===== src/rtl/multi_cycle_controller.sv =====
// Multi-cycle MIPS-subset control unit: Moore FSM driving datapath strobes and mux selects.
// Opcode/func are captured when leaving ID so later states ignore IR changes.
module multi_cycle_controller (
  input  logic       clk,
  input  logic       rst,
  input  logic [5:0] opcode,
  input  logic [5:0] func,
  input  logic       zero,
  output logic       memRead,
  output logic       memWrite,
  output logic       pcWrite,
  output logic       pcWriteCond,
  output logic       IorD,
  output logic       IRWrite,
  output logic       regDst,
  output logic       memToReg,
  output logic       wRsel,
  output logic       jalSel,
  output logic       regWrite,
  output logic       aluSrcA,
  output logic [1:0] aluSrcB,
  output logic [1:0] pcSrc,
  output logic [2:0] operation,
  output logic [3:0] state,
  output logic       instrDone
);

  localparam int unsigned StateW = 4;
  localparam int unsigned OpW    = 6;
  localparam int unsigned AluW   = 3;

  localparam logic [OpW-1:0] opRtype = 6'b000000;
  localparam logic [OpW-1:0] opLw    = 6'b100011;
  localparam logic [OpW-1:0] opSw    = 6'b101011;
  localparam logic [OpW-1:0] opBeq   = 6'b000100;
  localparam logic [OpW-1:0] opAddi  = 6'b001000;
  localparam logic [OpW-1:0] opSlti  = 6'b001010;
  localparam logic [OpW-1:0] opJ     = 6'b000010;
  localparam logic [OpW-1:0] opJal   = 6'b000011;
  localparam logic [OpW-1:0] fnJr    = 6'b001000;

  localparam logic [AluW-1:0] aluAnd = 3'b000;
  localparam logic [AluW-1:0] aluOr  = 3'b001;
  localparam logic [AluW-1:0] aluAdd = 3'b010;
  localparam logic [AluW-1:0] aluSub = 3'b110;
  localparam logic [AluW-1:0] aluSlt = 3'b111;

  typedef enum logic [StateW-1:0] {
    sIf    = 4'd0,
    sId    = 4'd1,
    sMadr  = 4'd2,
    sLwMem = 4'd3,
    sLwWb  = 4'd4,
    sSwMem = 4'd5,
    sRex   = 4'd6,
    sRwb   = 4'd7,
    sBeq   = 4'd8,
    sIex   = 4'd9,
    sIwb   = 4'd10,
    sJ     = 4'd11,
    sJal   = 4'd12,
    sJr    = 4'd13
  } stateT;

  stateT           curState;
  stateT           nextState;
  logic [OpW-1:0]  opReg;
  logic [OpW-1:0]  funcReg;
  logic [AluW-1:0] rAluOp;
  logic            rLegal;

  // The datapath already gates zero with pcWriteCond.
  logic unusedZero;
  assign unusedZero = zero;

  assign state = curState;

  always_ff @(posedge clk or negedge rst) begin
    if (!rst) begin
      curState <= sIf;
    end else begin
      curState <= nextState;
    end
  end

  always_ff @(posedge clk or negedge rst) begin
    if (!rst) begin
      opReg   <= '0;
      funcReg <= '0;
    end else if (curState == sId) begin
      opReg   <= opcode;
      funcReg <= func;
    end
  end

  // R-type function decode; unknown functions add but never write back.
  always_comb begin
    rAluOp = aluAdd;
    rLegal = 1'b1;
    case (funcReg)
      6'b100000: rAluOp = aluAdd;
      6'b100010: rAluOp = aluSub;
      6'b100100: rAluOp = aluAnd;
      6'b100101: rAluOp = aluOr;
      6'b101010: rAluOp = aluSlt;
      default:   rLegal = 1'b0;
    endcase
  end

  always_comb begin
    nextState   = sIf;
    memRead     = 1'b0;
    memWrite    = 1'b0;
    pcWrite     = 1'b0;
    pcWriteCond = 1'b0;
    IorD        = 1'b0;
    IRWrite     = 1'b0;
    regDst      = 1'b0;
    memToReg    = 1'b0;
    wRsel       = 1'b0;
    jalSel      = 1'b0;
    regWrite    = 1'b0;
    aluSrcA     = 1'b0;
    aluSrcB     = 2'b00;
    pcSrc       = 2'b00;
    operation   = aluAnd;
    instrDone   = 1'b0;
    case (curState)
      sIf: begin
        memRead   = 1'b1;
        IRWrite   = 1'b1;
        aluSrcB   = 2'b01;
        operation = aluAdd;
        pcWrite   = 1'b1;
        nextState = sId;
      end
      sId: begin
        aluSrcB   = 2'b11;
        operation = aluAdd;
        case (opcode)
          opLw, opSw:    nextState = sMadr;
          opRtype:       nextState = (func == fnJr) ? sJr : sRex;
          opBeq:         nextState = sBeq;
          opAddi, opSlti: nextState = sIex;
          opJ:           nextState = sJ;
          opJal:         nextState = sJal;
          default:       nextState = sIf;
        endcase
      end
      sMadr: begin
        aluSrcA   = 1'b1;
        aluSrcB   = 2'b10;
        operation = aluAdd;
        nextState = (opReg == opLw) ? sLwMem : sSwMem;
      end
      sLwMem: begin
        memRead   = 1'b1;
        IorD      = 1'b1;
        nextState = sLwWb;
      end
      sLwWb: begin
        memToReg  = 1'b1;
        regWrite  = 1'b1;
        instrDone = 1'b1;
      end
      sSwMem: begin
        memWrite  = 1'b1;
        IorD      = 1'b1;
        instrDone = 1'b1;
      end
      sRex: begin
        aluSrcA   = 1'b1;
        operation = rAluOp;
        nextState = sRwb;
      end
      sRwb: begin
        regDst    = 1'b1;
        regWrite  = rLegal;
        instrDone = 1'b1;
      end
      sBeq: begin
        aluSrcA     = 1'b1;
        operation   = aluSub;
        pcWriteCond = 1'b1;
        pcSrc       = 2'b10;
        instrDone   = 1'b1;
      end
      sIex: begin
        aluSrcA   = 1'b1;
        aluSrcB   = 2'b10;
        operation = (opReg == opSlti) ? aluSlt : aluAdd;
        nextState = sIwb;
      end
      sIwb: begin
        regWrite  = 1'b1;
        instrDone = 1'b1;
      end
      sJ: begin
        pcWrite   = 1'b1;
        pcSrc     = 2'b01;
        instrDone = 1'b1;
      end
      sJal: begin
        pcWrite   = 1'b1;
        pcSrc     = 2'b01;
        wRsel     = 1'b1;
        jalSel    = 1'b1;
        regWrite  = 1'b1;
        instrDone = 1'b1;
      end
      sJr: begin
        pcWrite   = 1'b1;
        pcSrc     = 2'b11;
        instrDone = 1'b1;
      end
      default: nextState = sIf;
    endcase
    // Reset holds the IF selects but silences every strobe.
    if (!rst) begin
      pcWrite     = 1'b0;
      pcWriteCond = 1'b0;
      IRWrite     = 1'b0;
      regWrite    = 1'b0;
      memWrite    = 1'b0;
      memRead     = 1'b0;
      instrDone   = 1'b0;
    end
  end

endmodule


===== config.mk =====
export PLATFORM = sky130hd
export DESIGN_NAME = multi_cycle_controller
export DESIGN_NICKNAME = d
export VERILOG_FILES = /design/src/rtl/multi_cycle_controller.sv
export SDC_FILE = /design/constraint.sdc
export NUM_CORES = 1
export LEC_CHECK = 0
export ABC_AREA = 0
export BUFFER_PORTS_ARGS = -buffer_cell sky130_fd_sc_hd__buf_2
export CORE_ASPECT_RATIO = 1.2
export CORE_UTILIZATION = 44
export CTS_CLUSTER_DIAMETER = 120
export DETAILED_ROUTE_END_ITERATION = 12
export PLACE_DENSITY = 0.79
export SKIP_LAST_GASP = 1
export SYNTH_ARGS = -nofsm -noshare
export SYNTH_HDL_FRONTEND = slang
export SYNTH_SLANG_ARGS = --single-unit

===== constraint.sdc =====
create_clock -name clk -period 1.9 [get_ports clk]
set_input_delay 0.475 -clock clk [delete_from_list [all_inputs] [get_ports clk]]
set_output_delay 0.475 -clock clk [all_outputs]
set_load 0.01 [all_outputs]

Yosys cells after proc, flatten, opt, wreduce, memory -nomap -nowiden
Index checks and enable logic that the tools add are counted.
{ "classes": {"eq_ne": 28, "reduce_logical": 14, "n_mux": 29} }
{ "op_table": {"columns": ["op", "count"], "rows": [
  ["== test 6 bit (second input constant)", 8],
  ["one-hot mux 4 bit (6 select lines)", 2],
  ["== test 4 bit (second input constant)", 6],
  ["== test 6 x 4 -> 1 bit (second input constant)", 4],
  ["one-hot mux 3 bit (4 select lines)", 2],
  ["two-way mux 1 bit", 19],
  ["== test 4 x 3 -> 1 bit (second input constant)", 4],
  ["== test 6 x 2 -> 1 bit (second input constant)", 2],
  ["one-hot mux 2 bit (3 select lines)", 2],
  ["OR reduction 2 bit", 6],
  ["== test 4 x 2 -> 1 bit (second input constant)", 2],
  ["OR reduction 4 bit", 2],
  ["OR reduction 8 bit", 1],
  ["== test 6 x 3 -> 1 bit (second input constant)", 1],
  ["zero test 6 bit", 1],
  ["two-way mux 3 bit", 2],
  ["OR reduction 3 bit", 2],
  ["OR reduction 5 bit", 1],
  ["== test 4 x 1 -> 1 bit (second input constant)", 1],
  ["zero test 4 bit", 1],
  ["two-way mux 4 bit", 1],
  ["one-hot mux 1 bit (2 select lines)", 1]
]} }
{ "word_totals": {"elab_cells": 74, "reg_bits": 16} }

Logic depth before layout (Yosys ltp)
Gate-level depths: netlist (run 1).
{ "depth": {"word_depth": 5, "mapped_depth": 5, "ltp_nobuf": 4} }

Worst setup path before layout (run 1)
No wires, ideal clock.
{ "synth_timing": {"kind": "register to output", "startpoint": "register curState[2], in the netlist state[2]", "endpoint": "output operation[2]", "path_stages_with_launch": 6, "arrival_ns": 1.570, "setup_slack_ns": -0.145, "path_cell_list": "dfrtp_1 -> buf_4 -> and2b_2 -> nand3_1 -> or4b_2 -> nand3_1"} }
{ "synth_via": {"elab_chain_cells": 3} }
{ "synth_rtl": {"columns": ["item", "line", "source"], "rows": [
  ["start, declared", "65", "stateT curState;"],
  ["start signal, assigned", "80", "curState <= sIf;"],
  ["start signal, assigned", "82", "curState <= nextState;"],
  ["== test 4 x 1 -> 1 bit (tied with other cells)", "128", "case (curState)"],
  ["OR reduction 3 bit (no source line)", null, null],
  ["one-hot mux 3 bit (4 select lines) *", "128", null],
  ["end, declared", "23", "output logic [2:0] operation,"]
]} }
Every way passes the cells marked *; elsewhere a longest branch is shown, timed or not.

Worst setup path in the final report (run 1)
{ "layout_timing": {"startpoint": "register curState[3], in the netlist state[3]", "endpoint": "output operation[2]"} }
Same word-level chain as after synthesis.

==> results of run 1 <==
-- worst min path at each step --
| stage | start | end |
|---|---|---|
| 2_1_floorplan | rst | funcReg[0]$_DFFE_PN0P_ |
| 3_3_place_gp | rst | state[0]$_DFF_PN0_ |
| 3_5_place_dp | rst | state[0]$_DFF_PN0_ |
| 4_1_cts | rst | state[2]$_DFF_PN0_ |
| 5_1_grt | rst | state[2]$_DFF_PN0_ |
| 6_report | rst | state[2]$_DFF_PN0_ |
-- cells in the final DEF, fill, tap and decap left out, types with 3 or more instances in the layout --
cell type  instances
clkbuf_4           3
nor2b_1            4
a31oi_1            3
and3_1             3
inv_1              6
and2_1             4
nand3_2            3
dfrtp_1           14
o21ai_0            8
nor3_1             5
nor2_1             7
buf_2             35
buf_6              5
buf_4             12
nand2b_1           3
mux2_2             9
nand2_1           10
a21oi_1            3
-- power by group --
group	internal (W)	switching [W]	total, W
clock network	0.000117	0.000101	0.000218
registers	0.000497	0.000129	0.000627
logic	0.000592	0.000578	0.00117
-- metal layers --
| metal | vias up | GRT usage | routed length, um |
|---|---|---|---|
| met5 | - | 0 | 0 |
| li1 | 557 | - | - |
| met2 | 35 | 0.384 | 1540 |
| met1 | 542 | 0.263 | 1220 |
| met4 | 0 | 0.0913 | 34 |
| met3 | 4 | 0.00965 | 89 |
-- metrics by stage --
stage / std cells / TNS (ns) / instance area (um^2) / total power [W] / setup WS, ns
detailed placement: 198 / -0.0783 / 1380 / 0.00164 / -0.0783
CTS: 205 / -1.14 / 1510 / 0.00197 / -0.248
global route: 207 / -2.32 / 1570 / 0.00216 / -0.327
global placement: 198 / -0.0638 / 1380 / 0.00158 / -0.0638
finish: 207 / -1.07 / 1570 / 0.00201 / -0.238
floorplan: 126 / -0.115 / 1110 / 0.00129 / -0.0597
-- state kept, by name, indices dropped and copies added (netlist names) --
| register | count |
|---|---|
| funcReg | 6 |
| opReg | 6 |
| state | 4 |
-- logic make-up after synthesis --
group,Yosys count,synth area share
compound gates,26,0.159
xor+xnor,2,0.0159
flops,16,0.363
mux,10,0.101
simple gates,59,0.308
buf+inv,13,0.0533
-- cell type report --
class | count | share of cell area
multi-input combinational | 97 | 0.467
sequential | 16 | 0.257
clock buffer | 4 | 0.0231
inverter | 6 | 0.0144
timing repair buffer | 53 | 0.215
tap | 31 | 0.0247
-- repair_timing --
| item | in CTS | in global routing |
|---|---|---|
| gates resized for setup | 17 | 12 |
| buffers inserted | 3 | 3 |
| pin swaps | 4 | 5 |
| setup endpoints to repair | 12 | 29 |
==> run summary, run 1 <==
Multi-input logic area - 732 um^2
Cells after Synth - 126
Remaining antenna violation count - 0
Initial drt markers - 12
H-tree Lvls - 1
Setup Crit Path Kind - flop to output port
Slew Viols, Final - 0
Clock Tree Root - clkbuf_4
Placeable Area - 2330 um^2
DRC - 0
Initial core utilization - 0.474
Bufs and invs on worst path - 1
Hold buffers post-CTS - 0
WL/cell - 13.9 um
Worst r2r dst - funcReg[4]$_DFFE_PN0P_
Final setup violation count - 11
Hold crit path type - input pin to async pin
CP endpoint - operation[2]
Slowest stage cell, crit path - or4b_4
CP top delay family - simple AND/OR/NAND/NOR gates
List of most frequent post-synthesis cells - 16 x dfrtp_1, 10 x nand2_1, 9 x mux2_2, 9 x nor2_1, 9 x o21ai_0
Via density - 5.50
Initial antenna violation count - 0
Post-synth EDFFs - 0
RSZ-0062 raised after global routing - yes
CTS tree - built
Worst-path clk slew - 0.09 ns
Site row count - 19
Placed wire-length estimate - 2050 um
Worst-path cell chain - and2b_2, nand3_2, or4b_4, nand3_2, buf_6
Overall Global Routing Usage - 0.220
Die Height - 56.9 um
Routability-driven placement congestion ratio - 0.811
Reg-to-reg slack, setup - 0.07 ns
Crit path from - state[3]$_DFF_PN0_
Total CTS buffers - 3
PortBufs - 37
Syn_area_per_cell - 8.76 um^2
Largest net degree at the start of global routing - 17
Post-route clock period utilization - 1.13
Clock Tree Buf Depth - 2
RR Startpoint - state[2]$_DFF_PN0_
Post-synth ARST share - 1.00
Die Span X - 47.7 um
Worst endpoint data arrival time - 1.66 ns
P_leak - 0.748 nW
Hold WS - 0.0330 ns
PD cells - 1280 nW/um^2
Layout cells sized above 1 - 0.506
Max frequency - 0.468 GHz
Final nets - 192
Peak VDD IR - 835 uV
Vias in the first global route - 1069
First-pass GRT wire length - 4330 um
Flops & latches, synth - 16
Final worst clock skew - 0.00310 ns
Slew Limit Headroom - 0.714
Drt pass-1 iters - 4
Area leader, netlist - dfrtp_1
Post-Syn Area - 1100 um^2
Status - finished with violations
Critical Path RT - 1.42 ns
Worst skew pair latency - 0.28 ns
Register area - 403 um^2
Detailed-route via count - 1138
Maximum capacitance violations - 0
Count leader, synth - dfrtp_1
Grt total ovfl - 0
Main synth FF type - dfrtp_1
CP max stage delay - 0.49 ns
Syn Nets - 141
Share of the synthesized area in the top cell type - 0.363
Utilization after layout - 0.673
Post-route setup slack - -0.238 ns
Final hold vios - 0
Endpoint class of the critical path - output port
Final wirelength - 2890 um
Total clock sinks - 16
CP max FO - 2
Worst Tran Pin Value - 0.423 ns
Top post-synthesis cells by area - dfrtp_1 36%, mux2_2 9.2%, o21ai_0 4.1%, nand2_1 3.4%, nor2b_1 3.4%
Levels on crit path - 5
Worst setup SP type - flop
N_diodes - 0
FILL cells - 212
Die area - 2710 um^2
Reg2Reg Depth - 6
Synth Warn # - 0
Crit-path most repeated cell - nand3_2
Tmin final - 2.14 ns
Post-synthesis cell type count - 38
Failing checks - setup timing
Io pins - 39
Post-synthesis sequential area ratio - 0.363
Layout area overhead - 42.2%
Note: power is estimated with default switching activity, not from simulation.
==> run 2, diff against run 1 <==
--- a/config.mk
+++ b/config.mk
@@ -8,10 +8,10 @@
 export ABC_AREA = 0
 export BUFFER_PORTS_ARGS = -buffer_cell sky130_fd_sc_hd__buf_2
 export CORE_ASPECT_RATIO = 1.2
-export CORE_UTILIZATION = 44
+export CORE_UTILIZATION = 45
 export CTS_CLUSTER_DIAMETER = 120
 export DETAILED_ROUTE_END_ITERATION = 12
-export PLACE_DENSITY = 0.79
+export PLACE_DENSITY = 0.77
 export SKIP_LAST_GASP = 1
 export SYNTH_ARGS = -nofsm -noshare
 export SYNTH_HDL_FRONTEND = slang
==> constraint.sdc (replaced) <==
create_clock -name clk -period 2.1 [get_ports clk]
set_input_delay 0.525 -clock clk [delete_from_list [all_inputs] [get_ports clk]]
set_output_delay 0.525 -clock clk [all_outputs]
set_load 0.005 [all_outputs]
==> run 2 against run 1 <==
Compared with the run above: the flow still finishes with violations (setup timing); clock skew is 0.0056 ns higher; register-to-register slack better by 0.22 ns; non-clock buffer count is 4 lower; count of clock-buffer cells in the layout stayed put; critical path depth stayed put; worst setup slack better by 0.15 ns; sequential share of layout area is 0.88 points higher; core utilization is 2.0 points lower; clock power is 11% lower.
==> run summary, run 2 (synthesis gave the netlist of run 1 again) <==
Detailed-route via count - 1109
CTS tree - built
Sequential Power Share - 0.332
Worst skew pair latency - 0.28 ns
Die Height - 56.2 um
Vias in the first global route - 1039
FILL cells - 201
Clock Tree Root - clkbuf_4
Slew Limit Headroom - 0.744
Grt total ovfl - 0
Largest net degree at the start of global routing - 17
Post-route setup slack - -0.0903 ns
Placed Cells - 194
Initial core utilization - 0.479
P_leak - 0.724 nW
First-pass GRT wire length - 4350 um
Comb power frac - 0.554
PD cells - 1140 nW/um^2
Worst setup SP type - flop
Tmin final - 2.19 ns
Final wirelength - 2800 um
Overall Global Routing Usage - 0.225
Utilization after layout - 0.654
Remaining antenna violation count - 0
Clock Tree Buf Depth - 2
Worst-path clk slew - 0.09 ns
Failing checks - setup timing
Final nets - 188
Total clock sinks - 16
Slew Viols, Final - 0
Critical Path RT - 1.57 ns
Post-route clock period utilization - 1.04
Initial drt markers - 32
Final worst clock skew - 0.00870 ns
Die Span X - 47.2 um
RSZ-0062 raised after global routing - yes
Die area - 2660 um^2
Part of the power in the clock network - 0.114
Sw power - 0.000668 W
DRC - 0
Most frequent cells in the layout - 37 x buf_2, 16 x dfrtp_1, 10 x nand2_1
Total CTS buffers - 3
Non-filler instance count after layout - 203
Endpoint class of the critical path - output port
Final instance area - 1510 um^2
Max frequency - 0.457 GHz
Placeable Area - 2310 um^2
Hold crit path type - input pin to async pin
Worst Tran Pin Value - 0.375 ns
Layout area overhead - 36.6%
Final setup violation count - 4
Layout cells sized above 1 - 0.459
Initial antenna violation count - 0
WL/cell - 13.8 um
Maximum capacitance violations - 0
Via density - 5.46
Internal power - 0.00105 W
Total negative slack - -0.124 ns
Most common cell after layout, fill and taps aside - buf_2
Routability-driven placement congestion ratio - 0.809
PortBufs - 37
Hold WS - 0.114 ns
Io pins - 39
H-tree Lvls - 1
DP Area - 1340 um^2
N_diodes - 0
Setup Crit Path Kind - flop to output port
Site row count - 19
Status - finished with violations
Placed wire-length estimate - 2020 um
Net Sw Frac - 0.389
Peak VDD IR - 903 uV
Worst endpoint data arrival time - 1.67 ns
Final hold vios - 0
Drt pass-1 iters - 4
CP max FO - 3
[run 2: cell count changes in the layout (fill, tap and decap cells not counted), sizes merged]
cell,before,now
buf,53,48
bufbuf,0,1
clkinvlp,0,1
inv,6,5
[run 2: final timing paths]
| kind | from | end | slack [ns] | cells after the start |
|---|---|---|---|---|
| max | state[2]$_DFF_PN0_ | operation[2] | -0.09 | 5 |
| min | rst | funcReg[3]$_DFFE_PN0P_ | 0.11 | 1 |
| max reg2reg | state[2]$_DFF_PN0_ | state[2]$_DFF_PN0_ | 0.29 | 5 |
| min reg2reg | opReg[1]$_DFFE_PN0P_ | opReg[1]$_DFFE_PN0P_ | 0.53 | 1 |
| max in group asynchronous | rst | state[0]$_DFF_PN0_ | 1.56 | 2 |
| min in group clk | func[3] | funcReg[3]$_DFFE_PN0P_ | 0.47 | 3 |
[run 2: power groups by stage]
| stage | registers [W] | clock network, W | logic [W] |
|---|---|---|---|
| 2_1_floorplan | 0.000553 | 0 | 0.000574 |
| 3_3_place_gp | 0.000542 | 0 | 0.000823 |
| 3_5_place_dp | 0.000558 | 0 | 0.000853 |
| 4_1_cts | 0.000559 | 0.000206 | 0.000920 |
| 5_1_grt | 0.000585 | 0.000218 | 0.00104 |
| 6_report | 0.000571 | 0.000195 | 0.000953 |
[run 2: metal layers]
layer  part of all wire  up-vias  GRT usage
met5                  0        -          0
met4              0.020        0      0.114
met3              0.033        6     0.0130
met2               0.51       34      0.391
met1               0.44      521      0.262
li1                   -      548          -
[run 2: metrics by stage]
stage / setup slack [ns] / total power (W)
after floorplan: 0.0783 / 0.00113
after global placement: 0.0947 / 0.00136
after detailed placement: 0.0549 / 0.00141
after CTS: -0.0768 / 0.00168
after global routing: -0.146 / 0.00184
final: -0.0903 / 0.00172
[run 2: layout make-up]
class	count	area [um^2]	area share
Clock buffer	4	36.3	0.0241
Inverter	6	26.3	0.0174
Multi-Input combinational cell	97	694	0.461
Sequential cell	16	400	0.266
Tap cell	31	38.8	0.0257
Timing Repair Buffer	49	312	0.207
[run 2: worst max-delay path, cell delays in order (launching register included)]
cell and delay, ns:
dfrtp_1 0.42, and2b_2 0.19, nand3_2 0.09, or4b_4 0.49
nand3_2 0.08, buf_2 0.11
[run 2: timing repair]
action | in CTS | in global routing
buffers inserted | 2 | 2
gates cloned | 1 | 0
pin swaps | 2 | 1
resized for setup | 10 | 7
hold buffers | 0 | 0
hold endpoints to repair | 0 | 0
endpoints found under the setup margin | 4 | 6
